**config.mk**
```make
export PLATFORM = sky130hd
export DESIGN_NAME = mem_access
export DESIGN_NICKNAME = d
export VERILOG_FILES = /design/src/rtl/mem_pkg.sv /design/src/rtl/load_extend.sv /design/src/rtl/mem_access.sv
export SDC_FILE = /design/constraint.sdc
export NUM_CORES = 1
export LEC_CHECK = 0
export CAP_MARGIN = 20
export CORE_UTILIZATION = 45
export DETAILED_ROUTE_END_ITERATION = 6
export PLACE_DENSITY_LB_ADDON = 0.1
export SLEW_MARGIN = 40
export SYNTH_ARGS = -nofsm -noshare
export SYNTH_HDL_FRONTEND = slang
export SYNTH_HIERARCHICAL = 1
export SYNTH_SLANG_ARGS = --single-unit
export TNS_END_PERCENT = 100
```
**constraint.sdc**
```tcl
create_clock -name clk_i -period 5.8 [get_ports clk_i]
set_clock_uncertainty 0.1 [all_clocks]
set_input_delay 0.58 -clock clk_i [delete_from_list [all_inputs] [get_ports clk_i]]
set_output_delay 0.58 -clock clk_i [all_outputs]
set_load 0.01 [all_outputs]
```
**src/rtl/mem_pkg.sv**
```systemverilog
// rtl/mem_pkg.sv - opcode/funct3 encodings, FSM states and lane helpers for mem_access
package mem_pkg;

    localparam logic [6:0] OP_LOAD  = 7'b0000011;
    localparam logic [6:0] OP_STORE = 7'b0100011;

    localparam logic [2:0] F3_B  = 3'b000;
    localparam logic [2:0] F3_H  = 3'b001;
    localparam logic [2:0] F3_W  = 3'b010;
    localparam logic [2:0] F3_BU = 3'b100;
    localparam logic [2:0] F3_HU = 3'b101;

    typedef enum logic [1:0] {
        IDLE = 2'd0,
        REQ  = 2'd1,
        WAIT = 2'd2,
        DONE = 2'd3
    } mem_state_e;

    // funct3[1:0] encodes access size for both loads and stores
    function automatic logic [3:0] lane_be(input logic [2:0] f3, input logic [1:0] off);
        case (f3[1:0])
            2'b00:   return 4'b0001 << off;
            2'b01:   return 4'b0011 << off;
            default: return 4'b1111;
        endcase
    endfunction

    function automatic logic access_misaligned(input logic [2:0] f3, input logic [1:0] a);
        return ((f3[1:0] == 2'b01) && a[0]) || ((f3[1:0] == 2'b10) && (a != 2'b00));
    endfunction

endpackage

```
**src/rtl/load_extend.sv**
```systemverilog
// rtl/load_extend.sv - lane select and sign/zero extension of a load word
module load_extend
    import mem_pkg::*;
#(
    parameter int DWIDTH = 32
) (
    input  logic [DWIDTH-1:0] rdata_i,
    input  logic [1:0]        offset_i,
    input  logic [2:0]        funct3_i,
    output logic [DWIDTH-1:0] data_o
);

    logic [DWIDTH-1:0] shifted;

    always_comb begin
        shifted = rdata_i >> {offset_i, 3'b000};
        case (funct3_i)
            F3_B:    data_o = {{(DWIDTH-8){shifted[7]}}, shifted[7:0]};
            F3_H:    data_o = {{(DWIDTH-16){shifted[15]}}, shifted[15:0]};
            F3_W:    data_o = shifted;
            F3_BU:   data_o = {{(DWIDTH-8){1'b0}}, shifted[7:0]};
            F3_HU:   data_o = {{(DWIDTH-16){1'b0}}, shifted[15:0]};
            default: data_o = '0;
        endcase
    end

endmodule

```
**src/rtl/mem_access.sv**
```systemverilog
// rtl/mem_access.sv - load/store memory stage over a req/gnt/rvalid port
// MEM_MISALIGN_TRAP_EN: misaligned accesses error out instead of being force-aligned.
module mem_access
    import mem_pkg::*;
#(
    parameter int DWIDTH = 32,
    parameter int AWIDTH = 32
) (
    input  logic              clk_i,
    input  logic              rst_ni,
    input  logic              valid_i,
    output logic              ready_o,
    input  logic [6:0]        opcode_i,
    input  logic [2:0]        funct3_i,
    input  logic [DWIDTH-1:0] res_i,
    input  logic [DWIDTH-1:0] rs2_i,
    input  logic [4:0]        rd_i,
    input  logic [AWIDTH-1:0] pc_i,
    output logic              valid_o,
    output logic [DWIDTH-1:0] data_o,
    output logic [4:0]        rd_o,
    output logic [AWIDTH-1:0] pc_o,
    output logic              err_o,
    output logic              mem_req_o,
    output logic              mem_we_o,
    output logic [AWIDTH-1:0] mem_addr_o,
    output logic [3:0]        mem_be_o,
    output logic [DWIDTH-1:0] mem_wdata_o,
    input  logic              mem_gnt_i,
    input  logic              mem_rvalid_i,
    input  logic [DWIDTH-1:0] mem_rdata_i
);

    mem_state_e        state_q, state_d;
    logic              we_q, we_d;
    logic [2:0]        f3_q, f3_d;
    logic [AWIDTH-1:0] addr_q, addr_d;
    logic [DWIDTH-1:0] rs2_q, rs2_d;
    logic [4:0]        rd_q, rd_d;
    logic [AWIDTH-1:0] pc_q, pc_d;
    logic [DWIDTH-1:0] data_q, data_d;
    logic              err_q, err_d;
    logic [4:0]        rd_out_q, rd_out_d;
    logic [AWIDTH-1:0] pc_out_q, pc_out_d;

    logic              is_load, is_store, f3_legal, misalign_trap, in_req;
    logic [AWIDTH-1:0] addr_aligned;
    logic [DWIDTH-1:0] ext_data, store_wdata;

    load_extend #(.DWIDTH(DWIDTH)) u_load_extend (
        .rdata_i  (mem_rdata_i),
        .offset_i (addr_q[1:0]),
        .funct3_i (f3_q),
        .data_o   (ext_data)
    );

    always_comb begin
        is_load  = (opcode_i == OP_LOAD);
        is_store = (opcode_i == OP_STORE);
        f3_legal = is_load ? (funct3_i inside {F3_B, F3_H, F3_W, F3_BU, F3_HU})
                           : (funct3_i inside {F3_B, F3_H, F3_W});
        addr_aligned = res_i[AWIDTH-1:0];
        if (funct3_i[1:0] == 2'b01) begin
            addr_aligned[0] = 1'b0;
        end else if (funct3_i[1:0] == 2'b10) begin
            addr_aligned[1:0] = 2'b00;
        end
`ifdef MEM_MISALIGN_TRAP_EN
        misalign_trap = access_misaligned(funct3_i, res_i[1:0]);
`else
        misalign_trap = 1'b0;
`endif
    end

    always_comb begin
        state_d  = state_q;
        we_d     = we_q;
        f3_d     = f3_q;
        addr_d   = addr_q;
        rs2_d    = rs2_q;
        rd_d     = rd_q;
        pc_d     = pc_q;
        data_d   = data_q;
        err_d    = err_q;
        rd_out_d = rd_out_q;
        pc_out_d = pc_out_q;
        case (state_q)
            IDLE: begin
                if (valid_i) begin
                    we_d   = is_store;
                    f3_d   = funct3_i;
                    addr_d = addr_aligned;
                    rs2_d  = rs2_i;
                    rd_d   = rd_i;
                    pc_d   = pc_i;
                    if (!(is_load || is_store)) begin
                        state_d  = DONE;
                        data_d   = res_i;
                        err_d    = 1'b0;
                        rd_out_d = rd_i;
                        pc_out_d = pc_i;
                    end else if (!f3_legal || misalign_trap) begin
                        state_d  = DONE;
                        data_d   = '0;
                        err_d    = 1'b1;
                        rd_out_d = rd_i;
                        pc_out_d = pc_i;
                    end else begin
                        state_d = REQ;
                    end
                end
            end
            REQ: begin
                if (mem_gnt_i) begin
                    if (we_q) begin
                        state_d  = DONE;
                        data_d   = '0;
                        err_d    = 1'b0;
                        rd_out_d = rd_q;
                        pc_out_d = pc_q;
                    end else begin
                        state_d = WAIT;
                    end
                end
            end
            WAIT: begin
                if (mem_rvalid_i) begin
                    state_d  = DONE;
                    data_d   = ext_data;
                    err_d    = 1'b0;
                    rd_out_d = rd_q;
                    pc_out_d = pc_q;
                end
            end
            DONE:    state_d = IDLE;
            default: state_d = IDLE;
        endcase
    end

    always_ff @(posedge clk_i or negedge rst_ni) begin
        if (!rst_ni) begin
            state_q  <= IDLE;
            we_q     <= 1'b0;
            f3_q     <= '0;
            addr_q   <= '0;
            rs2_q    <= '0;
            rd_q     <= '0;
            pc_q     <= '0;
            data_q   <= '0;
            err_q    <= 1'b0;
            rd_out_q <= '0;
            pc_out_q <= '0;
        end else begin
            state_q  <= state_d;
            we_q     <= we_d;
            f3_q     <= f3_d;
            addr_q   <= addr_d;
            rs2_q    <= rs2_d;
            rd_q     <= rd_d;
            pc_q     <= pc_d;
            data_q   <= data_d;
            err_q    <= err_d;
            rd_out_q <= rd_out_d;
            pc_out_q <= pc_out_d;
        end
    end

    always_comb begin
        case (f3_q[1:0])
            2'b00:   store_wdata = {4{rs2_q[7:0]}};
            2'b01:   store_wdata = {2{rs2_q[15:0]}};
            default: store_wdata = rs2_q;
        endcase
    end

    // Port fields are only driven while a request is open so reset zeroes them at once
    assign in_req      = (state_q == REQ);
    assign mem_req_o   = in_req;
    assign mem_we_o    = in_req & we_q;
    assign mem_addr_o  = in_req ? {addr_q[AWIDTH-1:2], 2'b00} : '0;
    assign mem_be_o    = in_req ? lane_be(f3_q, addr_q[1:0]) : 4'b0000;
    assign mem_wdata_o = in_req ? store_wdata : '0;

    assign ready_o = (state_q == IDLE);
    assign valid_o = (state_q == DONE);
    assign data_o  = data_q;
    assign err_o   = err_q;
    assign rd_o    = rd_out_q;
    assign pc_o    = pc_out_q;

endmodule

```
-- Yosys cells after proc, flatten, opt, wreduce, memory -nomap -nowiden
Cells that the tools add are included.
- word-level logic and storage cells: 92
- flip-flop bits (word level): 177
- shift-type cells: 3
- reduce and logical (&&, ||, !) cells: 11
- bitwise operators: 1
- eq/ne operators: 21
- muxes and demuxes: 45
- operator list (cell ; count):
    32-bit two-way mux ; 14
    32-bit one-hot mux with 3 select lines ; 2
    32-bit one-hot mux with 5 select lines ; 1
    32-bit one-hot mux with 2 select lines ; 1
    32-bit by 5-bit >> shifter with 32-bit output ; 1
    5-bit two-way mux ; 6
    5-bit one-hot mux with 3 select lines ; 1
    3-bit equality test, second input constant ; 4
    2-bit two-way mux ; 6
    1-bit two-way mux ; 10
    2-bit inequality test, second input constant ; 4
    2-bit one-hot mux with 4 select lines ; 1
    4-bit one-hot mux with 2 select lines ; 1
    7-bit by 2-bit equality test with 1-bit output, second input constant ; 1
    7-bit by 6-bit equality test with 1-bit output, second input constant ; 1
    2-bit by 1-bit equality test with 1-bit output, second input constant ; 3
    2-bit equality test, second input constant ; 3
    3-bit by 1-bit equality test with 1-bit output, second input constant ; 2
    3-bit by 2-bit equality test with 1-bit output, second input constant ; 2
    3-bit zero test ; 2
    6-bit AND reduction ; 1
    3-bit nonzero test ; 2
    5-bit nonzero test ; 1
    2-bit zero test ; 2
    9 further kinds ; 9

-- Logic depth before layout (Yosys ltp)
- depth in word-level cells: 7
- gate-level depth with buffers: 8

-- Modules after synthesis
Netlist, hierarchy kept.
- modules (own cells, without submodules) (module ; cells an instance ; instances ; sequential area each (um2) ; area each (um2)):
    mem_access ; 624 ; 1 ; 4429.2 ; 8564.5
    load_extend ; 109 ; 1 ; 0.0 ; 803.3

-- Worst setup path after synthesis
Ideal clock, no wire load.
- path kind: reg-to-reg
- start: reg state_q[0]
- end: reg data_q[0], in the netlist data_o[0]
- clock period less this slack: 2.289 ns
- arrival: 2.063 ns
- setup time: 0.125 ns
- setup slack: 3.511 ns
- cell stages (with the launch flop): 9
- cell sequence: dfrtp_1 > inv_1 > ha_1 > buf_6 > clkinv_2 > o221ai_4 > a311oi_4 > buf_6 > mux2_4
- cells in the longest elaborated chain, start to end: 3
- elaborated cells on any way between the ends: 11
- RTL lines (item ; line ; source):
    start, declared ; mem_access.sv:34 ; mem_state_e state_q, state_d;
    start signal, assigned ; mem_access.sv:154 ; state_q <= state_d;
    2-bit zero test (*) ; n/a ;
    via ready_o ; mem_access.sv:12 ; output logic ready_o,
    3-bit inequality test (no source line), or another cell as far along ; n/a ;
    6-bit AND reduction (no source line) ; n/a ;
    end signal, assigned ; mem_access.sv:161 ; data_q <= data_d;
    end, declared ; mem_access.sv:41 ; logic [DWIDTH-1:0] data_q, data_d;
Mark *: on every way through the listed nets, which the timed path passes. The rest lies on a longest branch.
A chain may end at the register's enable or synchronous reset.

-- Worst setup path in the final report
- start: reg f3_q[1]
- end: out mem_wdata_o[15]
- cells in the longest elaborated chain, start to end: 3
- elaborated cells on any way between the ends: 4
- RTL lines (item ; line ; source):
    start, declared ; mem_access.sv:36 ; logic [2:0] f3_q, f3_d;
    start signal, assigned ; mem_access.sv:144 ; f3_q <= '0;
    start signal, assigned ; mem_access.sv:156 ; f3_q <= f3_d;
    2-bit by 1-bit equality test with 1-bit output or 2-bit zero test (tied branches) ; mem_access.sv:169 ; case (f3_q[1:0])
    32-bit one-hot mux with 2 select lines (*) ; mem_access.sv:169 ;
    32-bit two-way mux (*) ; mem_access.sv:182 ; assign mem_wdata_o = in_req ? store_wdata : '0;
    end, declared ; mem_access.sv:28 ; output logic [DWIDTH-1:0] mem_wdata_o,
Every way passes the cells marked *; elsewhere a longest branch is shown, timed or not.

==> summary.txt <==
DR DRC count: 0
DRT Pass-1 Iters: 4
Rel. slew slack: 0.525
H-tree levels: 4
Met3 Use GR: 0.0584
Ranking of synthesized cells by area: dfrtp_1 (47%), mux2_2 (17%), mux2_4 (11%)
Cell taking the most area after synthesis: dfrtp_1
Hpwl dp: 17300 µm
Worst-Skew Late Latency: 0.43 ns
First-pass GRT wire length: 38900 µm
Die W: 146 µm
Period utilisation layout: 0.587
Num CTS Buffers: 17
Ports: 290
Syn. warnings: 6
Power Dens Cells: 606 nW/µm²
Pleak: 0.00558 µW
Worst hold start: addr_q[8]
Max-slew violation count: 0
Vias in the first global route: 6790
Die Height: 146 µm
Post-Syn Instances: 733
Mean Syn Cell Area: 12.8 µm²
Syn-to-layout area delta: 39.2%
Std cell rows: 52
Core Area: 20300 µm²
Fillers: 1610
Worst path required time: 5.12 ns
Peak VDD IR: 0.000503 V
Post-CTS Setup Bufs: 0
CP endpoint kind: output pin
DR iter-0 viols: 293
Critical path arrival: 2.72 ns
Post-CTS sizing: 0
Synth top area share: 0.473
Routed WL per cell: 19.4 µm
Clk pwr share: 0.142
Maxcap violations: 0
Largest net degree at the start of global routing: 83
CTS root buffer: clkbuf_16
Met2 Use GR: 0.376
RePlAce Congestion: 0.792
Total power: 7890 µW
Setup violations, final: 0
DR vias/cell: 5.20
CTS tree: built
GRT Total Usage: 0.235
Yosys reg bits: 177
Switching portion of total power: 0.358
Setup crit start: f3_q[1]
Seq/Total Area, Yosys: 0.473
Met1 GRT Util: 0.311
Setup crit start kind: register
Max clock buf depth: 2
Comb pwr share: 0.564
FF-to-FF Start: state_q[1]
RSZ-0062 raised after global routing: no
Total negative slack: 0 ns
Min Tclk post-route: 3.40 ns
Port-buffer cells: 287
Post-route ant nets: 0
Antenna violations before repair: 1
Final WL: 24800 µm
Least-Margin Pin Slew: 0.712 ns
Starting Density: 0.461
Maximum clock rate: 294 MHz
Vias: 6664
Status: complete, no violations
Max Fanout on Critical Path: 29
Post-CTS Hold Buffers: 1
Flop pwr share: 0.294
Final global-route overflow total: 0
Share of cells above drive strength 1: 0.269
Post-Syn Area: 9370 µm²
Clk pin slew, worst setup/hold paths: 0.07 ns
Critical setup path kind: reg2out
CTS sink count: 177
Gr busiest metal: met2
Hold crit path type: reg2reg
Internal: 5070 µW
Fin. Hold Viols: 0
Switching pwr: 2830 µW
Nets: 1151
Netlist cell types: 50
Die area: 21400 µm²
==> power by group through the flow <==
stage	Sequential [µW]	Combinational (µW)	Clock, µW
after floorplan	2270	3000	0
final	2320	4450	1120
after global placement	2320	4350	0
after global routing	2410	4750	1200
after detailed placement	2330	4480	0
after CTS	2320	4500	1150
==> cells in the final DEF, fill, tap and decap left out, drive strengths merged, types with 2 or more instances in the layout <==
cell type / instances
nand2: 22
nor2: 33
nand3b: 2
clkdlybuf4s50: 286
mux2: 210
buf: 11
nor2b: 10
o221ai: 2
a21oi: 21
ha: 5
conb: 2
clkbuf: 18
o21bai: 2
nand3: 2
clkinvlp: 3
a22o: 33
o2bb2ai: 6
mux2i: 35
a311oi: 3
o21ai: 29
clkinv: 4
a21o: 9
and2: 41
dfrtp: 177
o31ai: 2
nand2b: 3
inv: 13
a211oi: 14
==> cells by family (layout without fill, tap and decap cells) <==
family / count (synthesis) / after routing / share of synthesized area
compound gates: 126 / 126 / 0.101
other cells: 1 / 3 / 0.000400
mux: 245 / 245 / 0.318
flops: 177 / 177 / 0.473
simple gates: 119 / 119 / 0.0673
buf+inv: 60 / 336 / 0.0338
fa+ha+maj: 5 / 5 / 0.00668
==> registers in the layout (all words and copies together) (netlist names) <==
name     count
addr_q      32
data_o      32
pc_o        32
pc_q        32
rs2_q       32
rd_o         5
rd_q         5
f3_q         3
state_q      2
err_o        1
we_q         1
==> area by class of cell <==
type / instances / area [µm²] / area share
tap: 270 / 338 / 0.0259
inverter: 6 / 23.8 / 0.00182
clock buffer: 17 / 425 / 0.0326
multi-input combinational: 497 / 4660 / 0.357
clock inverter: 14 / 141 / 0.0108
sequential: 177 / 4430 / 0.340
timing repair buffer: 299 / 3010 / 0.231
antenna: 1 / 2.50 / 0.000192
==> per-stage QoR <==
step                std cells  worst slack [ns]   util  cell area, µm²  hold WS (ns)
floorplan                 734              3.51      -            9370         0.184
global placement         1246              2.69  0.611           12400         0.379
detailed placement       1248              2.74  0.613           12500         0.386
CTS                      1280              2.26  0.642           13000         0.400
global route             1281              2.23  0.642           13000         0.417
finish                   1281              2.40  0.642           13000         0.401
==> cell usage after synthesis (all sizes together) <==
| master | number |
|---|---|
| o21bai | 2 |
| o211ai | 1 |
| mux2 | 210 |
| buf | 32 |
| or2b | 1 |
| o211a | 1 |
| o2bb2ai | 6 |
| and2 | 41 |
| nand3 | 2 |
| nor3b | 1 |
| a22o | 33 |
| nor2b | 10 |
| a311oi | 3 |
| or2 | 1 |
| o22ai | 1 |
| o31ai | 2 |
| inv | 4 |
| nor4 | 1 |
| clkbuf | 22 |
| dfrtp | 177 |
| o21ai | 29 |
| nand3b | 2 |
| nor3 | 1 |
| and3 | 1 |
| a31oi | 1 |
| conb | 1 |
| o221ai | 2 |
| clkinv | 2 |
| a21oi | 21 |
| a32o | 1 |
| nand2b | 3 |
| mux2i | 35 |
| a21o | 9 |
| ha | 5 |
| nand2 | 22 |
| a211oi | 14 |
| nor2 | 33 |
==> path summary, 6_finish.rpt <==
| kind | to | slack [ns] | cells past startpoint |
|---|---|---|---|
| max in group asynchronous | data_o[18] | 4.01 | 3 |
| min reg2reg | addr_q[8] | 0.40 | 1 |
| max reg2reg | data_o[5] | 2.96 | 7 |
| min in group asynchronous | rs2_q[22] | 0.52 | 2 |
| max | mem_wdata_o[15] | 2.40 | 5 |
| min | addr_q[8] | 0.40 | 1 |
==> per-layer routing <==
metal  vias to the layer above  routed length (µm)
met5                         -                   0
met4                         0                 471
met3                        24                1500
met2                       192               11900
met1                      3270               10900
li1                       3178                   -
==> critical path, stage by stage (launching register included) <==
cell	delay [ns]
dfrtp_1	0.61
buf_4	0.35
nor2_1	0.48
nand2_1	0.11
a21oi_1	0.18
clkdlybuf4s50_1	0.57
(Power assumes the default switching activity.)
